$ cat src/rtl/burst_trigger_ctrl.sv
// Trigger controller for the arbitrary function generator: synchronised trigger
// edge, prescaled delay, then a gated burst of waveform playbacks.
module burst_trigger_ctrl #(
  parameter int DELAY_W    = 34,
  parameter int PRESCALE_W = 8,
  parameter int BURST_W    = 16
) (
  input  logic                  Clock,
  input  logic                  Reset,
  input  logic                  Trig_In,
  input  logic [1:0]            Mode,
  input  logic [DELAY_W-1:0]    Delay_Vin,
  input  logic [PRESCALE_W-1:0] Prescale_Vin,
  input  logic [BURST_W-1:0]    Burst_Vin,
  input  logic                  Ending_Sin,
  input  logic                  Abort,
  output logic                  Trig_Ctrl_Sout,
  output logic                  Trig_out,
  output logic                  Busy,
  output logic [BURST_W-1:0]    Burst_Left,
  output logic                  Trig_Miss
);

  typedef enum logic [1:0] {IDLE, DELAY, RUN} state_t;

  state_t                  state, state_nx;
  logic                    sync1, sync2, sync2_d, evt;
  logic [DELAY_W-1:0]      dly_lat, dly_cnt;
  logic [PRESCALE_W-1:0]   pre_lat, pre_cnt;
  logic [BURST_W-1:0]      burst_lat;
  logic                    rpt_lat, trig_pend;
  logic                    kill, start, enter_run, end_more, end_last, miss;

  assign evt = sync2 & ~sync2_d;

  always_comb begin
    kill      = Abort | (Mode == 2'b00);
    start     = (state == IDLE) & evt & ~kill;
    enter_run = (state == DELAY) & (dly_cnt == '0) & ~kill;
    end_more  = (state == RUN) & Ending_Sin & (Burst_Left > BURST_W'(1)) & ~kill;
    end_last  = (state == RUN) & Ending_Sin & (Burst_Left <= BURST_W'(1)) & ~kill;
    miss      = (state != IDLE) & evt & ~kill;
    state_nx  = state;
    if (kill) state_nx = IDLE;
    else begin
      case (state)
        IDLE:    if (evt) state_nx = DELAY;
        DELAY:   if (dly_cnt == '0) state_nx = RUN;
        RUN:     if (end_last) state_nx = rpt_lat ? DELAY : IDLE;
        default: state_nx = IDLE;
      endcase
    end
  end

  always_ff @(posedge Clock or posedge Reset) begin
    if (Reset) begin
      state   <= IDLE;
      sync1   <= 1'b0;
      sync2   <= 1'b0;
      sync2_d <= 1'b0;
    end else begin
      state   <= state_nx;
      sync1   <= Trig_In;
      sync2   <= sync1;
      sync2_d <= sync2;
    end
  end

  // Sequence parameters are captured once per trigger; the counters only ever
  // reload from these copies so later input changes cannot disturb a sequence.
  always_ff @(posedge Clock or posedge Reset) begin
    if (Reset) begin
      dly_lat   <= '0;
      pre_lat   <= '0;
      burst_lat <= '0;
      rpt_lat   <= 1'b0;
      dly_cnt   <= '0;
      pre_cnt   <= '0;
    end else if (start) begin
      dly_lat   <= Delay_Vin;
      pre_lat   <= Prescale_Vin;
      burst_lat <= (Mode == 2'b01 || Burst_Vin == '0) ? BURST_W'(1) : Burst_Vin;
      rpt_lat   <= (Mode == 2'b11);
      dly_cnt   <= Delay_Vin;
      pre_cnt   <= '0;
    end else if (end_last && rpt_lat) begin
      dly_cnt   <= dly_lat;
      pre_cnt   <= '0;
    end else if (state == DELAY && dly_cnt != '0) begin
      if (pre_cnt == pre_lat) begin
        pre_cnt <= '0;
        dly_cnt <= dly_cnt - DELAY_W'(1);
      end else begin
        pre_cnt <= pre_cnt + PRESCALE_W'(1);
      end
    end
  end

  always_ff @(posedge Clock or posedge Reset) begin
    if (Reset) begin
      Burst_Left     <= '0;
      trig_pend      <= 1'b0;
      Trig_out       <= 1'b0;
      Trig_Ctrl_Sout <= 1'b0;
      Busy           <= 1'b0;
      Trig_Miss      <= 1'b0;
    end else begin
      if (kill || end_last)  Burst_Left <= '0;
      else if (enter_run)    Burst_Left <= burst_lat;
      else if (end_more)     Burst_Left <= Burst_Left - BURST_W'(1);
      // Next playback starts one cycle after the end pulse of the previous one.
      trig_pend      <= end_more;
      Trig_out       <= (enter_run | trig_pend) & ~kill;
      Trig_Ctrl_Sout <= (state_nx == RUN);
      Busy           <= (state_nx != IDLE);
      Trig_Miss      <= miss;
    end
  end

endmodule

$ cat config.mk
export PLATFORM = sky130hd
export DESIGN_NAME = burst_trigger_ctrl
export DESIGN_NICKNAME = d
export VERILOG_FILES = /design/src/rtl/burst_trigger_ctrl.sv
export SDC_FILE = /design/constraint.sdc
export NUM_CORES = 1
export LEC_CHECK = 0
export BUFFER_PORTS_ARGS = -buffer_cell sky130_fd_sc_hd__buf_2
export CORE_MARGIN = 10
export CORE_UTILIZATION = 53
export CTS_BUF_LIST = sky130_fd_sc_hd__clkbuf_16
export CTS_CLUSTER_DIAMETER = 150
export DETAILED_ROUTE_END_ITERATION = 8
export GPL_TIMING_DRIVEN = 0
export PLACE_DENSITY = 0.87
export SYNTH_ARGS = -nofsm -noshare
export SYNTH_HDL_FRONTEND = slang
export SYNTH_SLANG_ARGS = --single-unit
export TNS_END_PERCENT = 100
$ cat constraint.sdc
create_clock -name Clock -period 4.3 [get_ports Clock]
set_input_delay 0.86 -clock Clock [delete_from_list [all_inputs] [get_ports Clock]]
set_output_delay 0.86 -clock Clock [all_outputs]
set_load 0.01 [all_outputs]
==> run_results.csv, run 1 <==
group,metric,value,unit
power_and_ir_drop,p_sw,1.00,mW
critical_path,cp-start-kind,"flop",
clocking,cts_hold_buf,0,
final_layout,antenna_cells,0,
place,io_buffers,84,
route,routed_wl,20.0,mm
power_and_ir_drop,p_int,2.47,mW
critical_path,crit_arrival,3.97,ns
place,dp_hpwl,14.2,mm
timing,period_minus_slack,3.62,ns
place,gp_congestion,0.938,
power_and_ir_drop,p_total,3.47,mW
global_routing,grt_pass1_wl,32.5,mm
yosys,syn_inst,784,
critical_path,worstSetupEndpoint,"dly_cnt[31]$_DFFE_PP0P_",
timing,slew_headroom,22.1,%
yosys,ys_seq_area_share,47.3,%
clocking,post_cts_buffers,0,
clocking,cts-buffers-inserted,17,
clocking,ctsResizeCount,0,
final_layout,area_growth,17.9,%
global_routing,grt_max_degree,79,
route,wl_per_cell,18.7,um
global_routing,antenna_found_initial,0,
timing,rsz0062_at_grt,"no",
critical_path,r2r_end,"dly_cnt[31]$_DFFE_PP0P_",
global_routing,grt-ovfl-total,0,
clocking,path_clk_slew,0.05,ns
clocking,insertion_delay,0.42,ns
worst_hold_path,hp-class,"reg -> reg",
final_layout,drive_above_1_share,15.1,%
route,drc_errors,0,
global_routing,grt_usage,22.8,%
timing,final-setup-viol-count,0,
timing,fin_skew,0.00460,ns
timing,worst_pin_slew,1.16,ns
critical_path,endpoint_kind,"flop",
die,rows,41,
final_layout,nNetsFinal,957,
route,ant_nets,0,
die,io-pin-count,85,
run_status,outcome,"complete, no violations",
power_and_ir_drop,switching_share,28.9,%
timing,setup_ws,0.676,ns
power_and_ir_drop,powerDensity,439,nW/um^2
yosys,syn_area_per_cell,8.56,sq um
timing,maxSlewViolCount,0,
place,dp_slack,0.489,ns
power_and_ir_drop,leakage,3.67,nW
critical_path,cp.required,4.65,ns
die,core-area,12500,sq um
clocking,cts_num_sinks,127,
yosys,ys_types,64,
route,drt_first_pass_iters,7,
critical_path,reg2regPathDepth,7,
die,dieWidth,133,um
yosys,synth_edf_count,0,
timing,fmax,276,MHz
yosys,yosysWarningCount,0,
timing,post-route-period-util,84.3,%
clocking,cts-root-buf,"clkbuf_16",
route,via_count,6566,
clocking,cts_htree_levels,4,
power_and_ir_drop,p_seq_share,45.8,%
clocking,cts.path.max_buffers,2,
timing,hold_viol_final,0,
die,die_h,133,um
power_and_ir_drop,power_frac_clock,38.6,%
yosys,synthArstFlopShare,100,%
job,cap_violations,0,
worst_hold_path,hp-start,"sync1$_DFF_PP0_",
power_and_ir_drop,peakVddDrop,0.362,mV
route,drtIter0Drc,922,
yosys,synth.net_count,853,
critical_path,crit_start,"Burst_Left[4]$_DFFE_PP0P_",
yosys,netlist_area,6710,sq um
yosys,ys_seq_elements,127,
die,start_util,53.6,%
critical_path,crit_type,"reg -> reg",
power_and_ir_drop,combPwrFrac,15.6,%
clocking,cts_tree,"built",
critical_path,reg2reg_from,"Burst_Left[4]$_DFFE_PP0P_",
global_routing,grt_pass1_vias,6448,
critical_path,path_max_fanout,10,
yosys,ys.flop_type,"dfrtp_1",
route,vias_per_cell,6.13,
critical_path,reg2reg_setup_slack,0.68,ns
die,dieArea,17600,sq um
[worst max-delay path, stage by stage (launching register included)]
cell       delay, ns
dfrtp_1         0.45
nor4_2          0.77
nand2_1         0.21
nor4_2          0.93
clkbuf_1        0.57
a21boi_0        0.27
a21oi_1         0.18
a2bb2oi_1       0.16
[through the flow]
stage	hold WS (ns)	setup TNS, ns	area (sq um)	instances	util, %
after floorplan	0.331	0	6710	784	-
final	0.375	0	7920	1071	63.2
after global routing	0.376	0	7920	1071	63.2
after detailed placement	0.366	0	7380	1041	59.0
after CTS	0.378	0	7920	1071	63.2
after global placement	0.353	-175.35	7350	1040	58.7
[power groups by stage]
stage	Combinational (mW)	Clock [mW]	Sequential (mW)
3_5_place_dp	0.531	0	1.60
2_1_floorplan	0.401	0	1.55
4_1_cts	0.539	1.35	1.58
5_1_grt	0.616	1.40	1.61
6_report	0.542	1.34	1.59
3_3_place_gp	0.504	0	1.59
[cell families after synthesis]
logic type,after synthesis,synth area share [%]
buffers and inverters,56,3.60
muxes,3,0.485
AOI/OAI and AO/OA,179,18.1
and+or+nand+nor,396,27.3
xor gates and xnor gates,19,2.48
DFF,127,47.3
adders and majority gates,4,0.745
[how the worst min path moves through the flow]
| stage | cells past startpoint | endpoint | slack [ns] |
|---|---|---|---|
| floorplan | 0 | sync2$_DFF_PP0_ | 0.33 |
| global placement | 0 | sync2$_DFF_PP0_ | 0.35 |
| detailed placement | 0 | sync2$_DFF_PP0_ | 0.37 |
| CTS | 0 | sync2$_DFF_PP0_ | 0.38 |
| global route | 0 | sync2$_DFF_PP0_ | 0.38 |
| finish | 0 | sync2$_DFF_PP0_ | 0.38 |
[Yosys cell counts, types with 3 or more instances]
| cell | instances | share of area [%] |
|---|---|---|
| o211ai_1 | 15 | 1.7 |
| or3_1 | 8 | 0.75 |
| a2bb2oi_1 | 4 | 0.52 |
| o22ai_1 | 5 | 0.47 |
| and3_1 | 3 | 0.28 |
| ha_1 | 4 | 0.75 |
| buf_6 | 4 | 0.67 |
| o21a_1 | 7 | 0.78 |
| xnor2_1 | 7 | 0.91 |
| nand2b_1 | 5 | 0.47 |
| o21ai_0 | 40 | 3.0 |
| or4_1 | 11 | 1.2 |
| nor3_1 | 30 | 2.2 |
| buf_1 | 3 | 0.17 |
| o32ai_1 | 4 | 0.52 |
| nand2_1 | 208 | 12 |
| o22a_1 | 4 | 0.52 |
| nand3_1 | 31 | 2.3 |
| inv_1 | 14 | 0.78 |
| nor4_2 | 4 | 0.75 |
| a21oi_1 | 24 | 1.8 |
| nor4_1 | 20 | 1.9 |
| o31ai_1 | 5 | 0.56 |
| a22oi_1 | 7 | 0.78 |
| nor2b_1 | 4 | 0.37 |
| a21o_1 | 5 | 0.56 |
| xor2_1 | 12 | 1.6 |
| clkbuf_1 | 34 | 1.9 |
| a31oi_1 | 22 | 2.0 |
| a21boi_0 | 3 | 0.34 |
| nand4_1 | 3 | 0.28 |
| dfrtp_1 | 127 | 47 |
| or2_2 | 6 | 0.56 |
| o311ai_0 | 4 | 0.52 |
| nor2_1 | 50 | 2.8 |
| a211oi_1 | 8 | 0.89 |
[per-layer routing]
| layer | GRT usage, % | part of all wire (%) | routed length (um) | up-vias |
|---|---|---|---|---|
| met5 | 0 | 0 | 0 | - |
| met4 | 9.72 | 2.9 | 577 | 0 |
| met3 | 5.41 | 7.7 | 1540 | 69 |
| met2 | 37.3 | 48 | 9580 | 331 |
| met1 | 28.1 | 42 | 8340 | 3148 |
| li1 | - | - | - | 3018 |
[layout make-up]
| type | instances | area, sq um |
|---|---|---|
| fillers | 1134 | 4600 |
| clock buffers | 17 | 425 |
| repair buffers | 85 | 448 |
| well taps | 172 | 215 |
| plain buffers | 42 | 189 |
| clock inverters | 13 | 108 |
| multi-input cells | 601 | 3290 |
| flip-flops and latches | 127 | 3180 |
| inverters | 14 | 57.6 |
[state kept, by name (all words and copies together), names as in the netlist, 2 cells and up]
register,cells
state,2
pre_lat,8
dly_cnt,34
dly_lat,34
burst_lat,16
pre_cnt,8
Burst_Left,16
[cell usage in the layout (no fill, tap or decap), types with 6 or more instances in the layout]
cell,instances
nand3_1,31
nor2_1,50
a211oi_1,8
o211ai_1,15
dfrtp_1,127
xor2_1,12
inv_1,15
a31oi_1,22
a22oi_1,7
a21oi_1,24
nor4_1,20
xnor2_1,7
clkbuf_1,34
or2_2,6
nand2_1,208
o21ai_0,40
or3_1,8
buf_2,85
o21a_1,7
nor3_1,30
or4_1,11
clkbuf_16,17
Note: power is estimated with default switching activity, not from simulation.
==> run 2, diff against run 1 <==
==> constraint.sdc (replaced) <==
create_clock -name Clock -period 3.3 [get_ports Clock]
set_input_delay 0.66 -clock Clock [delete_from_list [all_inputs] [get_ports Clock]]
set_output_delay 0.66 -clock Clock [all_outputs]
set_load 0.01 [all_outputs]
==> run_results.csv, run 2 (same netlist as run 1, synthesis figures left out) <==
group,metric,value,unit
timing,hold_viol_final,0,
route,via_count,6725,
critical_path,cp.required,3.60,ns
run_status,outcome,"complete, no violations",
timing,fmax,315,MHz
route,drc_errors,0,
final_layout,seqCellArea,3180,sq um
die,dieArea,17600,sq um
power_and_ir_drop,p_total,4.53,mW
timing,final-setup-viol-count,0,
die,dieWidth,133,um
critical_path,path_max_fanout,10,
clocking,cts.path.max_buffers,2,
route,routed_wl,20.4,mm
critical_path,crit_type,"reg -> reg",
global_routing,grt-ovfl-total,0,
final_layout,area_growth,19.5,%
critical_path,reg2reg_from,"dly_cnt[0]$_DFFE_PP0P_",
route,wl_per_cell,19.0,um
critical_path,crit_chain,"inv_1 -> ha_2 -> or4b_1 -> or4_4 -> buf_6 -> nor3_4 -> buf_4 -> nor2_1 -> clkbuf_1 -> a221oi_1 -> a21oi_1",
clocking,insertion_delay,0.43,ns
critical_path,path_depth,11,
power_and_ir_drop,peakVddDrop,0.548,mV
critical_path,crit_arrival,3.48,ns
critical_path,cp-start-kind,"flop",
power_and_ir_drop,powerDensity,564,nW/um^2
place,dp_cells,1043,
power_and_ir_drop,leakage,3.75,nW
global_routing,grt_pass1_vias,6574,
final_layout,antenna_cells,0,
die,rows,41,
place,dp_hpwl,14.3,mm
die,core-area,12500,sq um
critical_path,crit_family,"simple AND/OR/NAND/NOR gates",
critical_path,endpoint_kind,"flop",
critical_path,reg2reg_setup_slack,0.12,ns
critical_path,crit_start,"dly_cnt[0]$_DFFE_PP0P_",
timing,slew_headroom,41.1,%
final_layout,final_cell_mix,"nand2_1 (208), dfrtp_1 (127), buf_2 (85)",
timing,worst_pin_slew,0.870,ns
die,start_util,53.6,%
timing,rsz0062_at_grt,"no",
final_layout,final_util,64.1,%
clocking,path_clk_slew,0.05,ns
final_layout,n_fill_cell,1072,
clocking,cts-root-buf,"clkbuf_16",
final_layout,nNetsFinal,961,
timing,post-route-period-util,96.3,%
final_layout,largest_registers,"dly_cnt x34, dly_lat x34",
critical_path,critical-path-slowest-cell,"or4b_1",
place,gp_congestion,0.949,
global_routing,grt_max_degree,43,
critical_path,reg2regPathDepth,11,
timing,period_minus_slack,3.18,ns
timing,maxSlewViolCount,0,
global_routing,grt_pass1_wl,32.6,mm
final_layout,drive_above_1_share,16.3,%
critical_path,r2r_end,"dly_cnt[22]$_DFFE_PP0P_",
clocking,cts_tree,"built",
global_routing,grt_usage,22.7,%
job,cap_violations,0,
die,die_h,133,um
critical_path,worstSetupEndpoint,"dly_cnt[22]$_DFFE_PP0P_",
critical_path,critPathBufInv,4,
final_layout,fin_cells,1075,
final_layout,multiInputGateArea,3350,sq um
global_routing,antenna_found_initial,0,
critical_path,cpPeakStageDelay,0.50,ns
die,io-pin-count,85,
final_layout,layout_commonest_cell,"nand2_1",
place,io_buffers,84,
route,vias_per_cell,6.26,
route,ant_nets,0,
clocking,cts-buffers-inserted,17,
timing,fin_skew,0.00733,ns
clocking,cts_htree_levels,4,
route,drtIter0Drc,810,
route,drt_first_pass_iters,6,
clocking,cts_num_sinks,127,
worst_hold_path,hp-class,"in -> async",
## run 2: worst min-delay path by stage
| stage | from | endpoint | slack (ns) | cells after the start |
|---|---|---|---|---|
| after global routing | Reset | pre_lat[5]$_DFFE_PP0P_ | 0.25 | 2 |
| after floorplan | sync1$_DFF_PP0_ | sync2$_DFF_PP0_ | 0.33 | 0 |
| after global placement | sync1$_DFF_PP0_ | sync2$_DFF_PP0_ | 0.34 | 0 |
| after CTS | Reset | pre_lat[5]$_DFFE_PP0P_ | 0.23 | 2 |
| final | Reset | pre_cnt[6]$_DFFE_PP0P_ | 0.23 | 2 |
| after detailed placement | sync1$_DFF_PP0_ | sync2$_DFF_PP0_ | 0.34 | 0 |
## run 2: cell type report
class                   instances  share of cell area (%)
inverters                      14                   0.702
clock inverters                13                    1.34
multi-input cells             601                    41.8
flip-flops and latches        127                    39.6
repair buffers                 89                    6.17
clock buffers                  17                    5.30
plain buffers                  42                    2.40
well taps                     172                    2.68
## run 2: report_power, final
group,leakage (nW),switching (mW),internal (mW)
Sequential,1.60,0.248,1.83
Combinational,1.87,0.399,0.316
Clock,0.274,0.660,1.07
## run 2: through the flow
step                      TNS [ns]  setup slack [ns]  hold slack [ns]  instance area [sq um]
final                            0             0.121            0.227                   8020
after global routing             0            0.0136            0.253                   8020
after CTS                        0            0.0945            0.229                   7970
after detailed placement    -10.34            -0.336            0.337                   7410
after global placement       -7.15            -0.247            0.336                   7350
after floorplan                  0             0.538            0.331                   6720
## run 2: routing by layer
layer	part of all wire (%)	up-vias	track usage [%]	wire length (um)
met3	10	69	5.03	2070
met2	47	418	36.2	9630
met5	0	-	0	0
li1	-	3032	-	-
met1	39	3206	28.1	8040
met4	3.2	0	12.6	659
## run 2: repair_timing
action | CTS | global route
pin swaps | 0 | 3
buffers inserted | 0 | 2
resized for setup | 4 | 11
hold buffers | 0 | 0
setup endpoints to repair | 21 | 33
